===== config.mk =====
export PLATFORM = sky130hd
export DESIGN_NAME = round_controller
export DESIGN_NICKNAME = d
export VERILOG_FILES = /design/src/rtl/bloons_pkg.sv /design/src/rtl/popcount_nb.sv /design/src/rtl/round_controller.sv
export SDC_FILE = /design/constraint.sdc
export NUM_CORES = 1
export LEC_CHECK = 0
export ABC_CLOCK_PERIOD_IN_PS = 6000
export CORE_UTILIZATION = 39
export DETAILED_ROUTE_END_ITERATION = 12
export SLEW_MARGIN = 20
export SYNTH_ARGS = -nofsm -noshare
export SYNTH_HDL_FRONTEND = slang
export SYNTH_SLANG_ARGS = --single-unit
export TNS_END_PERCENT = 10

===== constraint.sdc =====
create_clock -name clk -period 6 [get_ports clk]
set_input_delay 1.2 -clock clk [delete_from_list [all_inputs] [get_ports clk]]
set_output_delay 1.2 -clock clk [all_outputs]
set_load 0.1 [all_outputs]

===== src/rtl/bloons_pkg.sv =====
// Shared defaults and the round state encoding for the bloons round controller.
package bloons_pkg;

  localparam int NUM_BLOONS_DEF = 32;
  localparam int ROUND_MAX_DEF  = 40;
  localparam int CNT_W          = 6;

  typedef enum logic [2:0] {
    ST_IDLE   = 3'd0,
    ST_LAUNCH = 3'd1,
    ST_RUN    = 3'd2,
    ST_END    = 3'd3,
    ST_LOST   = 3'd4,
    ST_WON    = 3'd5
  } round_state_t;

endpackage


===== src/rtl/popcount_nb.sv =====
// Combinational population count of a bloon-slot vector; result wide enough for one full round.
module popcount_nb
  import bloons_pkg::*;
#(
  parameter int WIDTH = NUM_BLOONS_DEF
) (
  input  logic [WIDTH-1:0] bits,
  output logic [CNT_W-1:0] count
);

  // Ripple sum of all set bits
  always_comb begin
    count = {CNT_W{1'b0}};
    for (int i = 0; i < WIDTH; i++) begin
      count = count + {{(CNT_W-1){1'b0}}, bits[i]};
    end
  end

endmodule


===== src/rtl/round_controller.sv =====
// Tower-defence round sequencer: launches rounds, tallies pops/leaks per slot once,
// and ends a round on full completion, timeout, or loss of all lives.
module round_controller
  import bloons_pkg::*;
#(
  parameter int          NUM_BLOONS  = NUM_BLOONS_DEF,
  parameter int          ROUND_MAX   = ROUND_MAX_DEF,
  parameter logic [31:0] TIMEOUT_CYC = 32'd500_000_000
) (
  input  logic                  clk,
  input  logic                  reset_n,
  input  logic                  start_round,
  input  logic [NUM_BLOONS-1:0] pop,
  input  logic [NUM_BLOONS-1:0] leak,
  input  logic [7:0]            lives,
  output logic                  start_reset,
  output logic                  bloonpause,
  output logic [7:0]            round_num,
  output logic                  round_done,
  output logic [5:0]            pops_round,
  output logic [5:0]            leaks_round,
  output logic                  game_over,
  output logic                  game_won
);

  round_state_t          state_r;
  round_state_t          state_next_s;
  logic                  start_prev_r;
  logic [NUM_BLOONS-1:0] done_mask_r;
  logic [31:0]           timer_r;
  logic [NUM_BLOONS-1:0] pop_new_s;
  logic [NUM_BLOONS-1:0] leak_new_s;
  logic [CNT_W-1:0]      pop_cnt_s;
  logic [CNT_W-1:0]      leak_cnt_s;
  logic                  start_edge_s;

  assign start_edge_s = start_round & ~start_prev_r;

  // First pulse per slot only; a simultaneous pop and leak is a leak
  always_comb begin
    pop_new_s  = {NUM_BLOONS{1'b0}};
    leak_new_s = {NUM_BLOONS{1'b0}};
    if (state_r == ST_RUN) begin
      leak_new_s = leak & ~done_mask_r;
      pop_new_s  = pop & ~leak & ~done_mask_r;
    end else begin
      leak_new_s = {NUM_BLOONS{1'b0}};
      pop_new_s  = {NUM_BLOONS{1'b0}};
    end
  end

  popcount_nb #(.WIDTH(NUM_BLOONS)) u_pop_cnt  (.bits(pop_new_s),  .count(pop_cnt_s));
  popcount_nb #(.WIDTH(NUM_BLOONS)) u_leak_cnt (.bits(leak_new_s), .count(leak_cnt_s));

  // Next-state logic; running out of lives outranks completion and timeout
  always_comb begin
    state_next_s = state_r;
    case (state_r)
      ST_IDLE: begin
        if (start_edge_s) state_next_s = ST_LAUNCH;
        else              state_next_s = ST_IDLE;
      end
      ST_LAUNCH: state_next_s = ST_RUN;
      ST_RUN: begin
        if (lives == 8'd0)                                      state_next_s = ST_LOST;
        else if ((&done_mask_r) || (timer_r == TIMEOUT_CYC - 32'd1)) state_next_s = ST_END;
        else                                                    state_next_s = ST_RUN;
      end
      ST_END: begin
        if (round_num == 8'(ROUND_MAX)) state_next_s = ST_WON;
        else                            state_next_s = ST_IDLE;
      end
      ST_LOST: state_next_s = ST_LOST;
      ST_WON:  state_next_s = ST_WON;
      default: state_next_s = ST_IDLE;
    endcase
  end

  // State, progress counters and registered outputs (decoded from the next state)
  always_ff @(posedge clk or negedge reset_n) begin
    if (!reset_n) begin
      state_r      <= ST_IDLE;
      start_prev_r <= 1'b0;
      done_mask_r  <= {NUM_BLOONS{1'b0}};
      timer_r      <= 32'd0;
      start_reset  <= 1'b0;
      bloonpause   <= 1'b0;
      round_done   <= 1'b0;
      round_num    <= 8'd1;
      pops_round   <= 6'd0;
      leaks_round  <= 6'd0;
      game_over    <= 1'b0;
      game_won     <= 1'b0;
    end else begin
      state_r      <= state_next_s;
      start_prev_r <= start_round;
      start_reset  <= (state_next_s == ST_LAUNCH);
      bloonpause   <= (state_next_s == ST_RUN);
      round_done   <= (state_next_s == ST_END);
      game_over    <= game_over | (state_next_s == ST_LOST);
      game_won     <= game_won  | (state_next_s == ST_WON);
      if (state_next_s == ST_LAUNCH) begin
        done_mask_r <= {NUM_BLOONS{1'b0}};
        timer_r     <= 32'd0;
        pops_round  <= 6'd0;
        leaks_round <= 6'd0;
      end else if (state_r == ST_RUN) begin
        done_mask_r <= done_mask_r | pop_new_s | leak_new_s;
        timer_r     <= timer_r + 32'd1;
        pops_round  <= pops_round + pop_cnt_s;
        leaks_round <= leaks_round + leak_cnt_s;
      end
      if ((state_r == ST_END) && (state_next_s == ST_IDLE)) begin
        round_num <= round_num + 8'd1;
      end
    end
  end

endmodule


==> results of run 1 <==
logic make-up (layout without fill, tap and decap cells):
family	count (synthesis)	in the layout	share of synthesized area, %
flops	93	93	34.8
fa+ha+maj	89	89	22.2
xor+xnor	31	31	4.06
compound gates	120	120	10.2
mux	3	3	0.449
buf+inv	124	249	7.18
simple gates	251	251	21.1
report_power, final:
group          internal, mW  leakage, nW  switching (mW)
Clock                 0.294        0.136           0.258
Sequential            0.797         1.17           0.157
Combinational          1.32         2.85            1.62
layout make-up:
cell class              instances  share of cell area [%]
flip-flops and latches         93                    27.0
repair buffers                134                    15.4
well taps                     220                    3.18
clock inverters                 5                   0.405
multi-input cells             494                    47.0
inverters                      99                    4.30
clock buffers                  11                    2.81
routing by layer:
metal  part of all wire, %  wire (um)  vias up
li1                      -          -     2653
met1                    47       8030     2772
met2                    48       8250      123
met3                   4.1        715       18
met4                   1.4        244        0
met5                     0          0        -
through the flow:
step	hold slack [ns]	util, %	worst slack, ns	area (um^2)
after CTS	0.483	50.9	-0.00526	8500
after floorplan	0.507	-	-0.00665	6750
after global routing	0.502	51.8	-0.0430	8650
after global placement	0.472	48.7	-0.613	8130
after detailed placement	0.468	48.7	-0.751	8130
final	0.486	51.8	0.115	8650
registers in the layout (all words and copies together), names as in the netlist:
register / cells
round_num: 8
bloonpause: 1
done_mask_r: 32
start_prev_r: 1
state_r: 3
leaks_round: 6
round_done: 1
start_reset: 1
game_over: 1
pops_round: 6
game_won: 1
timer_r: 32
synthesized netlist by cell type (11+ instances only):
cell type	n	area share [%]
xnor2_1	22	2.9
clkbuf_1	16	0.90
nor2_1	42	2.4
fa_1	50	15
or4_1	11	1.2
nor3_1	12	0.90
and3_1	19	1.8
a21oi_1	51	3.8
ha_1	39	7.3
inv_1	99	5.6
nand3_1	13	0.97
dfrtp_1	92	34
nand3b_1	18	2.0
nand4_1	23	2.1
o21ai_0	42	3.1
nand2_1	65	3.6
worst paths after layout:
check	startpoint	endpoint	slack, ns	cells past startpoint
min in group asynchronous	reset_n	timer_r[15]$_DFFE_PN0P_	0.72	1
max	pop[1]	pops_round[4]$_DFFE_PN0P_	0.12	19
max in group asynchronous	reset_n	state_r[0]$_DFF_PN0_	4.28	2
min	game_over$_DFF_PN0_	game_over$_DFF_PN0_	0.49	1
min reg2reg	game_over$_DFF_PN0_	game_over$_DFF_PN0_	0.49	1
max reg2reg	state_r[2]$_DFF_PN0_	pops_round[4]$_DFFE_PN0P_	0.14	20
repair_timing:
| action | 4_1_cts | 5_1_grt |
|---|---|---|
| setup endpoints to repair | 10 | 8 |
| buffers inserted | 4 | 3 |
| gates resized for setup | 37 | 47 |
| gates cloned | 0 | 0 |
| pin swaps | 36 | 39 |
critical path, cell delays in order:
cell	delay, ns
clkdlybuf4s15_1	0.20
nor4b_4	0.21
ha_1	0.27
inv_2	0.06
fa_1	0.43
fa_1	0.48
fa_2	0.55
fa_1	0.43
fa_1	0.50
fa_1	0.51
inv_2	0.08
ha_4	0.17
inv_2	0.04
fa_2	0.34
nor2b_2	0.13
o21a_1	0.16
nor3_2	0.05
nand3b_1	0.17
a21oi_1	0.17
==> key figures, run 1 <==
Power
  • Total power after layout: 4.45 mW
  • IR drop worst, VDD: 0.429 mV
  • Power density of the placed cells: 515 nW/um^2
  • Leak pwr: 4.16 nW

Die
  • Count of boundary I/O pins: 100
  • Die X: 133 um
  • Number of core rows: 47
  • Initial core utilization: 40.1%
  • Die ar.: 17700 um^2
  • Core Box Area: 16700 um^2
  • Die boundary height: 133 um

Final layout
  • Multi-input combinational cell area: 4060 um^2
  • Share of final-layout standard cells stronger than drive strength 1: 12.7%
  • Layout filler cell count: 1575
  • Most used cells in the layout excluding fill and tap cells: dfrtp_1 (90), inv_1 (84), clkdlybuf4s50_1 (73)
  • Final layout net count: 995
  • Sequential cell area: 2330 um^2
  • Post-route insts no fill: 1056
  • Layout overhead on the synthesized area: 29.2%
  • Number of diodes added for antenna fixing: 0
  • Most common library cell in the layout ignoring fill and taps: dfrtp_1

Routing
  • Iteration-0 DRC count of the detailed router: 268
  • Post-DR vias/cell: 5.27
  • Number of nets with antenna violations after detailed routing: 0
  • Mean routed wirelength per cell: 16.3 um
  • First-pass iteration count of the detailed router: 4
  • Count of vias placed by the detailed router: 5566
  • Final WL: 17200 um
  • Drt drc: 0

Yosys
  • Per-instance average area after synthesis: 9.42 um^2
  • Count of distinct cell types in the synthesized netlist: 46
  • Count of state elements after synthesis: 93
  • Top_reg_cell synth: dfrtp_1
  • Register area share after synthesis: 34.8%
  • Net Count, Synth: 875
  • Async set-reset flop share out of synthesis: 100%
  • Gate Count Post-Synth: 711
  • Post-synth EDFFs: 0
  • Post-Syn Area: 6700 um^2
  • Yosys warnings: 0

Timing
  • Final critical path time including I/O delays and setup: 5.88 ns
  • Max-Slew Margin vs Limit: 31.9%
  • Final Slew Violations: 0
  • Final setup fails: 0
  • Final period util: 98.1%
  • Timing-limited maximum frequency: 170 MHz
  • Unrepaired setup endpoints after global routing: yes
  • Slew at the pin with the worst max-slew slack: 1.02 ns
  • Final hold violation count: 0
  • Largest clock skew in the final design: 0.00698 ns
  • Total negative slack for setup checks: 0 ns

Setup path
  • Crit path capture type: flip-flop
  • Setup Crit Path Kind: primary input to flip-flop
  • CP Data Required Time: 6.27 ns
  • Kind of start point of the critical path: primary input
  • Highest fanout seen on the critical path: 3
  • Arrival time reported for the critical path endpoint: 6.15 ns

CTS
  • Maximum level of the CTS H-tree: 3
  • Buffer depth of the longest clock path: 2
  • Clock transition at the register clock pins on the worst setup and hold paths after CTS: 0.07 ns
  • Num CTS Buffers: 9
  • Clock tree root driver cell: clkbuf_16
  • Clock tree from TritonCTS: done
  • Latest clock arrival within the worst-skew pair: 0.35 ns
  • Hold buffers post-CTS: 0
  • Total clock sinks: 93

Run status
  • Result of the run: complete, no violations

Global routing
  • Remaining global-route overflow: 0
  • Number of antenna violations at the first check in global routing: 0
  • Wire length of the first global-routing pass: 28200 um
  • Pin count of the biggest net entering global routing: 75
  • Global-route track usage on met2: 33.8%
  • GRT Overall Usage: 20.4%
  • Number of global-route vias before repair: 5741
  • GRT Max-Usage Layer: met2
  • Global Route met1 Usage: 27.3%
  • Met3 usage: 3.22%

Place
  • Routability congestion estimate: 0.824
  • Buffers on Ports: 99
  • Placed Cells incl. Taps: 1033
  • Half-perimeter wire length after placement: 12900 um

Run
  • Maximum Capacitance Violations: 0

Hold path
  • Min-delay worst type: flip-flop to flip-flop
(Power assumes the default switching activity.)
==> inputs of run 2 (changes only) <==
Settings changed: SLEW_MARGIN 20 to not set.
==> key figures, run 2 (synthesis results as in run 1) <==
Setup path
  • Arrival time reported for the critical path endpoint: 6.15 ns
  • Cell type of the slowest stage on the worst timing path: fa_2
  • Worst R2R Path Depth: 20
  • Setup Crit Path Kind: primary input to flip-flop
  • Destination of the worst register-to-register timing path: pops_round[4]$_DFFE_PN0P_
  • Highest fanout seen on the critical path: 3
  • Crit path capture type: flip-flop
  • Most repeated library cell on the critical path: fa_1
  • Worst-case register-to-register setup slack: 0.14 ns
  • CP bufs+invs: 4
  • Launch instance of the worst register-to-register path: state_r[2]$_DFF_PN0_
  • Cell family contributing the most delay on the critical path: adder cells
  • Startpoint of the most critical setup path: pop[1]
  • Termination of the worst setup path: pops_round[4]$_DFFE_PN0P_
  • CP peak stage delay: 0.55 ns
  • CP Data Required Time: 6.27 ns
  • Crit path depth: 19
  • Cells traversed along the worst timing path: clkdlybuf4s15_1 -> nor4b_4 -> ha_1 -> inv_2 -> fa_1 -> fa_1 -> fa_2 -> fa_1 -> fa_1 -> fa_1 -> inv_2 -> ha_4 -> inv_2 -> fa_2 -> nor2b_2 -> o21a_1 -> nor3_2 -> nand3b_1 -> a21oi_1
  • Kind of start point of the critical path: primary input

Final layout
  • Largest registers: done_mask_r: 32 flops, timer_r: 32 flops, round_num: 8 flops
  • Most common library cell in the layout ignoring fill and taps: dfrtp_1
  • Fin util: 51.8%
  • Number of diodes added for antenna fixing: 0
  • Most used cells in the layout excluding fill and tap cells: dfrtp_1 (90), inv_1 (84), clkdlybuf4s50_1 (73)
  • Layout overhead on the synthesized area: 29.1%
  • Final layout net count: 995
  • Layout filler cell count: 1575
  • Share of final-layout standard cells stronger than drive strength 1: 12.7%

CTS
  • Num CTS Buffers: 9
  • Maximum level of the CTS H-tree: 3
  • Clock tree from TritonCTS: done
  • Total clock sinks: 93
  • Clock transition at the register clock pins on the worst setup and hold paths after CTS: 0.07 ns
  • Latest clock arrival within the worst-skew pair: 0.35 ns
  • Clock tree root driver cell: clkbuf_16
  • Buffer depth of the longest clock path: 2

Run
  • Maximum Capacitance Violations: 0

Routing
  • Post-DR vias/cell: 5.27
  • Final WL: 17200 um
  • Mean routed wirelength per cell: 16.3 um
  • Drt drc: 0
  • First-pass iteration count of the detailed router: 4
  • Number of nets with antenna violations after detailed routing: 0
  • Iteration-0 DRC count of the detailed router: 270
  • Count of vias placed by the detailed router: 5567

Power
  • Leak pwr: 4.16 nW
  • IR drop worst, VDD: 0.430 mV
  • Power density of the placed cells: 515 nW/um^2

Global routing
  • GRT Overall Usage: 20.4%
  • Pin count of the biggest net entering global routing: 75
  • Remaining global-route overflow: 0
  • Number of antenna violations at the first check in global routing: 0
  • Number of global-route vias before repair: 5741
  • Wire length of the first global-routing pass: 28200 um

Timing
  • Final hold violation count: 0
  • Worst setup slack after layout: 0.114 ns
  • Final critical path time including I/O delays and setup: 5.89 ns
  • Timing-limited maximum frequency: 170 MHz
  • Max-Slew Margin vs Limit: 31.9%
  • Largest clock skew in the final design: 0.00527 ns
  • Final Slew Violations: 0
  • Final setup fails: 0
  • Unrepaired setup endpoints after global routing: yes
  • Final period util: 98.1%
  • Slew at the pin with the worst max-slew slack: 1.02 ns

Die
  • Number of core rows: 47
  • Die ar.: 17700 um^2
  • Initial core utilization: 40.1%
  • Die boundary height: 133 um
  • Count of boundary I/O pins: 100
  • Die X: 133 um
  • Core Box Area: 16700 um^2

Place
  • Buffers on Ports: 99
  • Worst slack after detailed placement: -0.751 ns
  • Routability congestion estimate: 0.824
  • Half-perimeter wire length after placement: 12900 um

Run status
  • Result of the run: complete, no violations

Hold path
  • Min-delay worst type: flip-flop to flip-flop
## run 2: cell counts in the layout (fill, tap and decap cells not counted)
No cell type changed its count.
## run 2: layout make-up
class	instances	area [um^2]	share of cell area, %
Clock buffer	11	243	2.81
Clock inverter	5	35.0	0.405
Inverter	99	372	4.30
Multi-Input combinational cell	494	4060	47.0
Sequential cell	93	2330	27.0
Tap cell	220	275	3.18
Timing Repair Buffer	134	1330	15.3
## run 2: stage by stage
step                      TNS [ns]  area [um^2]  total power, mW  std cells  hold slack (ns)
after floorplan           -0.00665         6750             2.78        711            0.507
after global placement       -5.08         8130             3.59       1033            0.472
after detailed placement     -5.89         8130             3.65       1033            0.468
after CTS                 -0.00526         8500             4.35       1053            0.483
after global routing        -0.103         8640             4.89       1056            0.502
final                            0         8640             4.45       1056            0.486
## run 2: layer usage
metal | part of all wire, % | global-route usage (%)
met5 | 0 | 0
met4 | 1.4 | 6.32
met3 | 4.0 | 3.22
met2 | 48 | 33.8
met1 | 47 | 27.3
## run 2: worst min-delay path by stage
stage	depth (start not counted)	to	slack, ns	startpoint
after floorplan	2	done_mask_r[17]$_DFFE_PN0P_	0.51	done_mask_r[17]$_DFFE_PN0P_
after global placement	1	game_over$_DFF_PN0_	0.47	game_over$_DFF_PN0_
after detailed placement	1	game_over$_DFF_PN0_	0.47	game_over$_DFF_PN0_
after CTS	1	game_over$_DFF_PN0_	0.48	game_over$_DFF_PN0_
after global routing	1	game_won$_DFF_PN0_	0.50	game_won$_DFF_PN0_
final	1	game_over$_DFF_PN0_	0.49	game_over$_DFF_PN0_
## run 2: report_power, final
group          internal, mW  switching (mW)
combinational          1.32            1.62
sequential            0.797           0.157
clock                 0.294           0.256
## run 2: what timing repair did
action	4_1_cts	5_1_grt
gates resized for setup	37	47
buffers inserted	4	3
hold buffers	0	0
endpoints found under the setup margin	10	8
pin swaps	36	39
## run 2: worst register-to-register path, cell delays in order, from the launching register on
cell	delay, ns
dfrtp_1	0.42
or3_4	0.41
buf_12	0.17
nor4b_4	0.24
ha_1	0.28
inv_2	0.06
fa_1	0.43
fa_1	0.48
fa_2	0.55
fa_1	0.43
fa_1	0.50
fa_1	0.51
inv_2	0.08
ha_4	0.17
inv_2	0.04
fa_2	0.34
nor2b_2	0.13
o21a_1	0.16
nor3_2	0.05
nand3b_1	0.17
a21oi_1	0.17
